**config.mk**
```make
export PLATFORM = sky130hd
export DESIGN_NAME = r200_mem
export DESIGN_NICKNAME = d
export VERILOG_FILES = /design/src/rtl/r200_mem.sv
export SDC_FILE = /design/constraint.sdc
export NUM_CORES = 1
export LEC_CHECK = 0
export CORE_MARGIN = 2
export CORE_UTILIZATION = 30
export DETAILED_ROUTE_END_ITERATION = 10
export PLACE_DENSITY = 0.67
export SLEW_MARGIN = 10
export SYNTH_ARGS = -nofsm -noshare
export SYNTH_HDL_FRONTEND = slang
export SYNTH_SLANG_ARGS = --single-unit
```
**constraint.sdc**
```tcl
create_clock -name clk -period 2.1 [get_ports clk]
set_input_delay 0.21 -clock clk [delete_from_list [all_inputs] [get_ports clk]]
set_output_delay 0.21 -clock clk [all_outputs]
set_load 0.02 [all_outputs]
```
**src/rtl/r200_mem.sv**
```systemverilog
// r200 memory-access stage: single-outstanding data bus, byte lanes,
// load extension and a registered writeback slot toward WB.
module r200_mem #(
  parameter int unsigned ACK_TIMEOUT = 255
) (
  input  logic        clk,
  input  logic        rst_n,
  input  logic        ex_valid,
  output logic        ex_ready,
  input  logic [31:0] ex_alu_res,
  input  logic [31:0] ex_store_data,
  input  logic [2:0]  ex_func3,
  input  logic        ex_load,
  input  logic        ex_store,
  input  logic [4:0]  ex_rd,
  output logic        dmem_req,
  output logic        dmem_we,
  output logic [31:0] dmem_addr,
  output logic [31:0] dmem_wdata,
  output logic [3:0]  dmem_be,
  input  logic        dmem_ack,
  input  logic [31:0] dmem_rdata,
  output logic        wb_valid,
  input  logic        wb_ready,
  output logic [31:0] wb_result,
  output logic [4:0]  wb_rd,
  output logic        wb_exc,
  output logic [1:0]  wb_exc_code
);

  localparam int unsigned XLEN  = 32;
  localparam int unsigned CNT_W = 16;
  localparam logic [CNT_W-1:0] CNT_LAST = CNT_W'(ACK_TIMEOUT - 1);

  typedef enum logic [1:0] {S_IDLE = 2'd0, S_BUS = 2'd1, S_HOLD = 2'd2} state_e;

  state_e            state_q, state_d;
  logic [CNT_W-1:0]  cnt_q, cnt_d;
  logic              req_q, req_d;
  logic              we_q, we_d;
  logic [XLEN-1:0]   ea_q, ea_d;
  logic [XLEN-1:0]   wdata_q, wdata_d;
  logic [3:0]        be_q, be_d;
  logic [2:0]        f3_q, f3_d;
  logic [4:0]        rd_q, rd_d;
  logic              wb_valid_q, wb_valid_d;
  logic [XLEN-1:0]   wb_result_q, wb_result_d;
  logic [4:0]        wb_rd_q, wb_rd_d;
  logic              wb_exc_q, wb_exc_d;
  logic [1:0]        wb_exc_code_q, wb_exc_code_d;

  logic              accept;
  logic              op_illegal;
  logic              op_misaligned;
  logic [3:0]        op_be;
  logic [XLEN-1:0]   op_wdata;
  logic [4:0]        op_rd;
  logic [7:0]        ld_byte;
  logic [15:0]       ld_half;
  logic [XLEN-1:0]   ld_val;

  assign ex_ready    = (state_q == S_IDLE) && (!wb_valid_q || wb_ready);
  assign accept      = ex_valid && ex_ready;
  assign dmem_req    = req_q;
  assign dmem_we     = we_q;
  assign dmem_addr   = {ea_q[XLEN-1:2], 2'b00};
  assign dmem_wdata  = wdata_q;
  assign dmem_be     = be_q;
  assign wb_valid    = wb_valid_q;
  assign wb_result   = wb_result_q;
  assign wb_rd       = wb_rd_q;
  assign wb_exc      = wb_exc_q;
  assign wb_exc_code = wb_exc_code_q;

  // Decode legality, alignment and byte lanes of the incoming EX instruction
  always_comb begin
    op_illegal    = 1'b0;
    op_misaligned = 1'b0;
    op_be         = 4'h0;
    op_wdata      = '0;
    op_rd         = ex_store ? 5'd0 : ex_rd;
    if (ex_load && ex_store)  op_illegal = 1'b1;
    else if (ex_load)         op_illegal = (ex_func3 == 3'd3) || (ex_func3 >= 3'd6);
    else if (ex_store)        op_illegal = (ex_func3 > 3'd2);
    case (ex_func3[1:0])
      2'd0: begin
        op_be    = 4'b0001 << ex_alu_res[1:0];
        op_wdata = {4{ex_store_data[7:0]}};
      end
      2'd1: begin
        op_misaligned = ex_alu_res[0];
        op_be         = ex_alu_res[1] ? 4'b1100 : 4'b0011;
        op_wdata      = {2{ex_store_data[15:0]}};
      end
      default: begin
        op_misaligned = |ex_alu_res[1:0];
        op_be         = 4'hF;
        op_wdata      = ex_store_data;
      end
    endcase
    if (!ex_store) op_wdata = '0;
  end

  // Select and extend the addressed byte/half of the returned word
  always_comb begin
    ld_byte = 8'h00;
    case (ea_q[1:0])
      2'd0:    ld_byte = dmem_rdata[7:0];
      2'd1:    ld_byte = dmem_rdata[15:8];
      2'd2:    ld_byte = dmem_rdata[23:16];
      default: ld_byte = dmem_rdata[31:24];
    endcase
    ld_half = ea_q[1] ? dmem_rdata[31:16] : dmem_rdata[15:0];
    ld_val  = dmem_rdata;
    case (f3_q)
      3'd0:    ld_val = {{24{ld_byte[7]}}, ld_byte};
      3'd1:    ld_val = {{16{ld_half[15]}}, ld_half};
      3'd4:    ld_val = {24'h000000, ld_byte};
      3'd5:    ld_val = {16'h0000, ld_half};
      default: ld_val = dmem_rdata;
    endcase
  end

  // Next-state, bus request and writeback slot
  always_comb begin
    state_d       = state_q;
    cnt_d         = cnt_q;
    req_d         = req_q;
    we_d          = we_q;
    ea_d          = ea_q;
    wdata_d       = wdata_q;
    be_d          = be_q;
    f3_d          = f3_q;
    rd_d          = rd_q;
    wb_valid_d    = wb_valid_q;
    wb_result_d   = wb_result_q;
    wb_rd_d       = wb_rd_q;
    wb_exc_d      = wb_exc_q;
    wb_exc_code_d = wb_exc_code_q;

    if (wb_valid_q && wb_ready) wb_valid_d = 1'b0;

    case (state_q)
      S_IDLE: begin
        if (accept) begin
          if (!ex_load && !ex_store) begin
            wb_valid_d    = 1'b1;
            wb_result_d   = ex_alu_res;
            wb_rd_d       = ex_rd;
            wb_exc_d      = 1'b0;
            wb_exc_code_d = 2'd0;
          end else if (op_illegal) begin
            wb_valid_d    = 1'b1;
            wb_result_d   = '0;
            wb_rd_d       = op_rd;
            wb_exc_d      = 1'b1;
            wb_exc_code_d = 2'd3;
          end else if (op_misaligned) begin
            wb_valid_d    = 1'b1;
            wb_result_d   = ex_alu_res;
            wb_rd_d       = op_rd;
            wb_exc_d      = 1'b1;
            wb_exc_code_d = 2'd1;
          end else begin
            state_d = S_BUS;
            cnt_d   = '0;
            req_d   = 1'b1;
            we_d    = ex_store;
            ea_d    = ex_alu_res;
            wdata_d = op_wdata;
            be_d    = op_be;
            f3_d    = ex_func3;
            rd_d    = op_rd;
          end
        end
      end
      S_BUS: begin
        if (dmem_ack) begin
          state_d       = S_IDLE;
          req_d         = 1'b0;
          wb_valid_d    = 1'b1;
          wb_result_d   = we_q ? '0 : ld_val;
          wb_rd_d       = rd_q;
          wb_exc_d      = 1'b0;
          wb_exc_code_d = 2'd0;
        end else if (cnt_q == CNT_LAST) begin
          state_d       = S_IDLE;
          req_d         = 1'b0;
          wb_valid_d    = 1'b1;
          wb_result_d   = ea_q;
          wb_rd_d       = rd_q;
          wb_exc_d      = 1'b1;
          wb_exc_code_d = 2'd2;
        end else begin
          cnt_d = cnt_q + 16'd1;
        end
      end
      default: begin
        state_d = S_IDLE;
        req_d   = 1'b0;
        cnt_d   = '0;
      end
    endcase
  end

  // State and output registers; reset aborts any bus access in flight
  always_ff @(posedge clk or negedge rst_n) begin
    if (!rst_n) begin
      state_q       <= S_IDLE;
      cnt_q         <= '0;
      req_q         <= 1'b0;
      we_q          <= 1'b0;
      ea_q          <= '0;
      wdata_q       <= '0;
      be_q          <= 4'h0;
      f3_q          <= 3'd0;
      rd_q          <= 5'd0;
      wb_valid_q    <= 1'b0;
      wb_result_q   <= '0;
      wb_rd_q       <= 5'd0;
      wb_exc_q      <= 1'b0;
      wb_exc_code_q <= 2'd0;
    end else begin
      state_q       <= state_d;
      cnt_q         <= cnt_d;
      req_q         <= req_d;
      we_q          <= we_d;
      ea_q          <= ea_d;
      wdata_q       <= wdata_d;
      be_q          <= be_d;
      f3_q          <= f3_d;
      rd_q          <= rd_d;
      wb_valid_q    <= wb_valid_d;
      wb_result_q   <= wb_result_d;
      wb_rd_q       <= wb_rd_d;
      wb_exc_q      <= wb_exc_d;
      wb_exc_code_q <= wb_exc_code_d;
    end
  end

endmodule

```
==> metrics.txt, run 1 <==
Pre-Repair DR Iteration Count=6; Routed WL=24.5 mm; Data required, critical path=2400 ps; Wirelength per Cell=18.2 um; Die Wd=158 um; # nets final=1125; worst-path fanout max=16; Slew @ Worst Pin=522 ps; r2r setup slk=90 ps; worst min-delay path category=input port to async pin; setup violators final=0; YS warnings=0; Worst-Skew Late Latency=420 ps; pwr dens=1170 mW/mm^2; Distinct cells, synth=58; Comb pwr share=41.6%; Pins Over Slew Limit=0; crit share post-route=95.9%; post-layout min period=2010 ps; Fmax achieved=0.497 GHz; internal cell power=7.94 mW; CTS Buf Count=17; Avg Vias per Cell=5.05; Async S/R FF share, synth=100%; io pins=223; metal3 WL=2.49 mm; Seq cells post-synth=135; setup_tns=0 ps; Worst VDD drop=545 uV; vias in the first global route=6641; placed instance count=1305; Mapped Cells=780; Rel. slew slack=65.2%; outcome=finished, final reports clean; switch share=36.1%; CP Capture Type=register; standard-cell rows=56; post-synth top area share=47.7%; total die area=0.0248 sq mm; R2R depth=9; sequential cell area=0.00338 sq mm; Vias=6788; main area contributors after synthesis=dfrtp_1, nand2_1, mux2i_1; GR Overflow Total=0; DRT antenna net count=0; reg2reg start=cnt_q[0]; largest net degree at the start of global routing=50; gr usage total=19.4%; Final Hold Fails=0; Pwr Total=12.4 mW; count of buffers from port buffering=220; initial antenna violation count=0; die height=158 um; most numerous cell in the Yosys netlist=nand2_1; synth-to-layout area growth=50.2%; Post-route DRC=0; worst setup path startpoint=cnt_q[0]; Avg Cell Area, Syn=9.07 sq um; htree depth=4; Post-synth EDFFs=0; # diodes=0; Yosys top cell by area=dfrtp_1; first-pass GRT wire length=37.0 mm; area of the multi-input gates=0.00322 sq mm; Clock Skew=10.6 ps; WL met2=11.5 mm; Leakage=4.66 nW; Longest Clk Path Bufs=2; CTS root buf=clkbuf_16; fraction of layout cells with a size suffix above 1=14.2%; Worst Setup Path Type=register to register; Cell Area, Synth=0.00708 sq mm; HPWL Detailed=17.8 mm; ys flop type=dfrtp_1; CP startpoint kind=register; clock network power share=25.5%; Clock transition at path regs=60 ps; sequential share of power=32.9%; Top Layer Used=met4; register area share after synthesis=47.7%; routability cong.=0.830; CP arrival=2310 ps; P_sw=4.48 mW; most frequent cells after synthesis=nand2_1, dfrtp_1, nor2_1; Crit Reg-Reg Endpoint=wb_result[24]; wire length on met1=9.92 mm; Post-Layout Cell Count=1343; starting density of the core=30.3%; initial drt markers=466; TritonCTS clock tree=built; area of the core=0.0233 sq mm; CTS sink cnt=135; Layout fillers=2189; max-cap violations=0
[through the flow]
step / setup slack [ps] / hold slack (ps) / util (%) / instance area (sq um)
2_1_floorplan: 18.0 / -85.6 / - / 7090
3_3_place_gp: -198 / 190 / 42.4 / 9900
3_5_place_dp: -209 / 199 / 42.4 / 9900
4_1_cts: 2.81 / 318 / 45.2 / 10500
5_1_grt: -3.70 / 343 / 45.6 / 10600
6_report: 86.6 / 298 / 45.6 / 10600
[cells by family (layout without fill, tap and decap cells)]
group | count (synthesis) | after routing | share of synthesized area [%]
AND/OR/NAND/NOR | 341 | 341 | 20.8
AO/OA/AOI/OAI | 162 | 162 | 17.2
flip-flops | 135 | 135 | 47.7
buffers and inverters | 95 | 338 | 7.43
multiplexers | 35 | 35 | 5.25
XOR/XNOR | 9 | 9 | 1.11
adder cells (fa/ha/maj) | 2 | 2 | 0.354
other | 1 | 2 | 0.0530
[repair_timing]
item,CTS,global route
cloned,0,1
hold buffers,1,0
gates resized for setup,1,5
pin swaps,0,2
hold endpoints to repair,46,0
setup endpoints to repair,1,31
setup buffers,0,5
[cells in the final DEF, fill, tap and decap left out, types with 5 or more instances in the layout]
master           count
dfrtp_1            133
inv_1                6
a22o_1               9
nor4_1               5
o221a_2              7
xnor2_1              9
a21oi_1             27
and3_1               9
nand3_1             19
o31ai_1             11
o2111ai_1            8
a31oi_1             11
o21ai_0             20
a22oi_1              7
o21ai_1             11
nor3_1               8
clkbuf_16           18
buf_12              13
buf_4               62
nor2_1              52
mux2_2               7
a222oi_1            17
o31a_1               7
a221oi_1            16
nand2_1            215
mux2i_1             27
clkdlybuf4s50_1    218
[worst max path at each step]
stage | end | slack [ps]
2_1_floorplan | wb_result[22] | 20
3_3_place_gp | wb_result[31] | -200
3_5_place_dp | wb_result[31] | -210
4_1_cts | ex_ready | 3
5_1_grt | wb_result[1] | -4
6_report | wb_result[24] | 90
[power by group through the flow]
stage | clock [mW] | combinational (mW) | sequential (mW)
floorplan | 0 | 2.18 | 4.61
global placement | 0 | 4.99 | 4.12
detailed placement | 0 | 5.06 | 4.13
CTS | 3.22 | 5.09 | 4.10
global route | 3.35 | 5.57 | 4.19
finish | 3.17 | 5.16 | 4.09
[sequential cells by signal (all words and copies together), names as in the netlist]
name,count
wb_valid,1
f3_q,3
wb_rd,5
rd_q,5
cnt_q,16
dmem_be,4
dmem_req,1
wb_result,32
dmem_we,1
ea_q,32
dmem_wdata,32
wb_exc,1
wb_exc_code,2
[critical path, stage by stage (launching register included)]
cell and delay (ps):
dfrtp_1 370, inv_1 60, ha_1 150, and4b_1 190
nand4_1 140, and2_4 210, or3_4 400, nor2_4 150
buf_12 160, a21oi_1 70
[area by class of cell]
class                           count  share of cell area (%)
Timing Repair Buffer              298                    28.0
Clock inverter                     11                    1.64
Multi-Input combinational cell    551                    30.3
Inverter                            9                   0.353
Tap cell                          319                    3.76
Clock buffer                       20                    4.20
Sequential cell                   135                    31.8
[per-layer routing]
layer | vias up | track usage (%)
met4 | 0 | 6.32
met1 | 3214 | 23.9
met3 | 36 | 7.01
met5 | - | 0
met2 | 358 | 31.5
li1 | 3180 | -
Note: power is estimated with default switching activity, not from simulation.
==> run 2: changes to the inputs <==
- CORE_MARGIN: 2 -> not set
==> run 2 against run 1 <==
Global-route usage rose by 0.93 points. Sequential power fell by 1%. Design area fell by 0.20%. Critical path depth fell by 2. Cell count rose by 0.22%. Largest cell class unchanged. Largest power group unchanged.
==> metrics.txt, run 2 (synthesized netlist as in run 1, its figures left out) <==
fraction of layout cells with a size suffix above 1=14.7%; area of the core=0.0229 sq mm; gr usage total=20.3%; reg2reg start=cnt_q[12]; GR Overflow Total=0; Pwr Total=12.1 mW; first-pass GRT wire length=37.5 mm; synth-to-layout area growth=49.9%; outcome=finished, final reports clean; Clock transition at path regs=60 ps; Pins Over Slew Limit=0; pwr dens=1140 mW/mm^2; commonest non-fill, non-tap cell in the layout=clkdlybuf4s50_1; HPWL Detailed=17.6 mm; CTS root buf=clkbuf_16; Hold WS=345 ps; vias in the first global route=6659; starting density of the core=30.9%; max-cap violations=0; worst-path fanout max=16; Wirelength per Cell=18.1 um; CP startpoint kind=register; internal cell power=7.63 mW; Post-route DRC=0; Leakage=4.69 nW; clock network power share=24.1%; RSZ-0062 raised after global routing=true; P_sw=4.48 mW; Worst Setup Path Type=register to register; count of buffers from port buffering=220; CP arrival=2340 ps; Fmax achieved=0.488 GHz; largest net degree at the start of global routing=60; Longest Clk Path Bufs=2; standard-cell rows=55; crit share post-route=97.5%; most frequent cells in the layout=clkdlybuf4s50_1, nand2_1, dfrtp_1, buf_4, nor2_1; post-layout min period=2050 ps; initial antenna violation count=0; R2R depth=7; Worst VDD drop=615 uV; TritonCTS clock tree=built; Pre-Repair DR Iteration Count=10; Vias=6791; initial drt markers=474; # nets final=1133; routability cong.=0.877; Data required, critical path=2400 ps; r2r setup slk=50 ps; Die Wd=156 um; CTS sink cnt=135; io pins=223; Avg Vias per Cell=5.05; # diodes=0; sequential share of power=33.4%; die height=156 um; CTS Buf Count=17; Crit Reg-Reg Endpoint=wb_result[22]; Rel. slew slack=58.0%; Comb pwr share=42.5%; setup violators final=0; DRT antenna net count=0; htree depth=4; switch share=37.0%; Slew @ Worst Pin=624 ps; area of the multi-input gates=0.00322 sq mm; total die area=0.0242 sq mm; Routed WL=24.4 mm; Worst-Skew Late Latency=420 ps; CP Capture Type=register; worst min-delay path category=input port to async pin; Final Hold Fails=0; sequential cell area=0.00338 sq mm; Clock Skew=11.8 ps; Layout fillers=2207
-- run 2: cell types whose count changed in the layout (fill, tap and decap cells not counted), moves of 2 or more --
cell and change:
clkinv_2 +4, clkinvlp_4 -4, clkinv_4 +2, buf_4 +10, bufinv_16 -2
-- run 2: routing by layer --
metal | vias up | wire (um) | global-route usage, %
met5 | - | 0 | 0
met4 | 0 | 368 | 5.88
met3 | 25 | 2190 | 6.22
met2 | 314 | 11400 | 32.4
met1 | 3255 | 10400 | 26.4
li1 | 3197 | - | -
-- run 2: worst max-delay path by stage --
stage / startpoint / end / depth (start not counted)
after floorplan: cnt_q[0] / wb_result[22] / 10
after global placement: ex_func3[1] / f3_q[1] / 9
after detailed placement: ex_func3[1] / f3_q[1] / 9
after CTS: cnt_q[12] / wb_result[27] / 7
after global routing: cnt_q[0] / wb_result[29] / 9
final: cnt_q[12] / wb_result[22] / 7
-- run 2: power groups by stage --
| stage | registers, mW | logic [mW] | clock network [mW] |
|---|---|---|---|
| 2_1_floorplan | 4.61 | 2.18 | 0 |
| 3_3_place_gp | 4.06 | 5.04 | 0 |
| 3_5_place_dp | 4.08 | 5.10 | 0 |
| 4_1_cts | 4.05 | 5.12 | 3.00 |
| 5_1_grt | 4.15 | 5.52 | 3.11 |
| 6_report | 4.04 | 5.15 | 2.93 |
-- run 2: cell type report --
class	count	share of cell area [%]
inverters	9	0.318
well taps	313	3.69
clock inverters	12	1.21
clock buffers	20	4.12
repair buffers	306	28.5
flip-flops and latches	135	31.9
multi-input cells	551	30.3
-- run 2: per-stage QoR --
stage	cells	TNS [ps]	util, %	setup WS [ps]	area [sq um]
after floorplan	781	0	-	18.0	7090
after global placement	1311	-14000	43.6	-178	9980
after detailed placement	1311	-17850	43.6	-212	9980
after CTS	1344	0	46.1	16.6	10600
after global routing	1346	-279	46.3	-25.1	10600
final	1346	0	46.3	52.6	10600
-- run 2: what timing repair did --
item                                    CTS  global route
hold endpoints to repair                 56             0
buffers inserted                          0             1
gates resized for setup                   1             7
pin swaps                                 0             1
hold buffers                              1             0
cloned                                    0             1
endpoints found under the setup margin   29            23
-- run 2: critical path, cell delays in order, from the launching register on --
cell	delay, ps
dfrtp_1	380
nor4_1	320
nand4_1	200
and2_4	220
or3_4	420
nor2_4	140
buf_12	160
a21oi_1	80
==> run 3: changes to the inputs <==
- CORE_MARGIN: not set -> 3
- CORE_UTILIZATION: 30 -> 43
- PLACE_DENSITY: 0.67 -> 0.78
==> run 3 against run 2 <==
Die area down 26%. Sequential share of layout area up 0.34 points. Via count up 1.3%. Sequential power about the same. Clock power up 5%. Count of clock-buffer cells in the layout up 2. Setup slack better by 7.5 ps. Power up 2.6%. Cell count down 7.8%. Critical path type unchanged. Largest power group unchanged.
==> metrics.txt, run 3 (synthesized netlist as in run 1, its figures left out) <==
r2r setup slk=60 ps; Worst Setup Path Type=register to register; CP Capture Type=register; Clock transition at path regs=60 ps; Fmax achieved=0.490 GHz; outcome=finished, final reports clean; Rel. slew slack=47.9%; crit share post-route=97.1%; GR Overflow Total=0; # nets final=1126; starting density of the core=44.2%; Routed WL=23.4 mm; count of buffers from port buffering=220; Clock Skew=5.81 ps; CP arrival=2330 ps; most frequent cells in the layout=clkdlybuf4s50_1, nand2_1, dfrtp_1, buf_4, nor2_1; Leakage=4.67 nW; Crit Reg-Reg Endpoint=wb_result[20]; initial antenna violation count=0; post-layout min period=2040 ps; setup violators final=0; Wirelength per Cell=18.8 um; Slew @ Worst Pin=781 ps; Pins Over Slew Limit=0; max-cap violations=0; Data required, critical path=2400 ps; Vias=6882; pwr dens=1180 mW/mm^2; vias in the first global route=6658; RSZ-0062 raised after global routing=true; synth-to-layout area growth=48.3%; fraction of layout cells with a size suffix above 1=14.8%; gr usage total=25.0%; worst setup path startpoint=cnt_q[0]; initial drt markers=837; Worst-Skew Late Latency=420 ps; worst-path fanout max=8; total die area=0.0180 sq mm; CP startpoint kind=register; Placement Setup Slack=-379 ps; Pwr Total=12.4 mW; DRT antenna net count=0; area of the core=0.0160 sq mm; Setup WS post-layout=60.1 ps; worst min-delay path category=input port to async pin; Avg Vias per Cell=5.55; TritonCTS clock tree=built; reg2reg start=cnt_q[0]; io pins=223; CTS Buf Count=17; Worst VDD drop=629 uV; CTS sink cnt=135; standard-cell rows=46; Final Hold Fails=0; routability cong.=0.895; htree depth=4; Die Wd=134 um; R2R depth=9; commonest non-fill, non-tap cell in the layout=clkdlybuf4s50_1; HPWL Detailed=16.4 mm; CTS root buf=clkbuf_16; Post-route DRC=0; first-pass GRT wire length=35.6 mm; # diodes=0; Pre-Repair DR Iteration Count=8; largest net degree at the start of global routing=42; die height=134 um; Longest Clk Path Bufs=2
run 3: timing repair:
item,CTS,global route
pin swaps,0,4
hold endpoints to repair,34,0
setup buffers,0,5
resized for setup,2,10
cloned,0,3
hold buffers,1,0
setup endpoints to repair,7,74
run 3: per-stage QoR:
stage / setup TNS, ps / instance area [sq um] / instances / hold WS [ps] / utilization (%)
finish: 0 / 10500 / 1241 / 270 / 65.6
detailed placement: -15920 / 9710 / 1201 / 140 / 60.7
CTS: 0 / 10300 / 1233 / 270 / 64.6
floorplan: 0 / 7090 / 781 / -85.6 / -
global placement: -10020 / 9710 / 1201 / 145 / 60.7
global route: -80.9 / 10500 / 1241 / 287 / 65.6
run 3: layout make-up:
type / instances / area, sq um
Fill cell: 1300 / 5510
Sequential cell: 135 / 3380
Multi-Input combinational cell: 551 / 3230
Timing Repair Buffer: 299 / 2970
Clock buffer: 22 / 484
Tap cell: 216 / 270
Clock inverter: 9 / 123
Inverter: 9 / 37.5
run 3: report_power, final:
part / internal, mW / switching (mW) / total (mW)
registers: 3.45 / 0.563 / 4.01
clock network: 1.98 / 1.12 / 3.09
logic: 2.50 / 2.83 / 5.33
run 3: worst max-delay path: stages (launching register included):
cell and delay (ps):
dfrtp_1 380, inv_1 60, ha_2 170, and4b_1 190, nand4_1 140, and2_4 190
or3_4 360, nor2_4 170, clkbuf_16 190, a21oi_1 70
run 3: how the worst max path moves through the flow:
stage / to / slack (ps) / depth (start not counted)
global placement: wb_result[19] / -290 / 6
floorplan: wb_result[22] / 20 / 10
detailed placement: wb_result[18] / -380 / 6
global route: wb_result[17] / -20 / 9
finish: wb_result[20] / 60 / 9
CTS: ex_ready / 20 / 4
run 3: per-layer routing:
metal	share of wire (%)	GRT usage [%]
met1	41	33.4
met2	47	39.8
met3	8.1	6.00
met4	3.5	9.45
met5	0	0
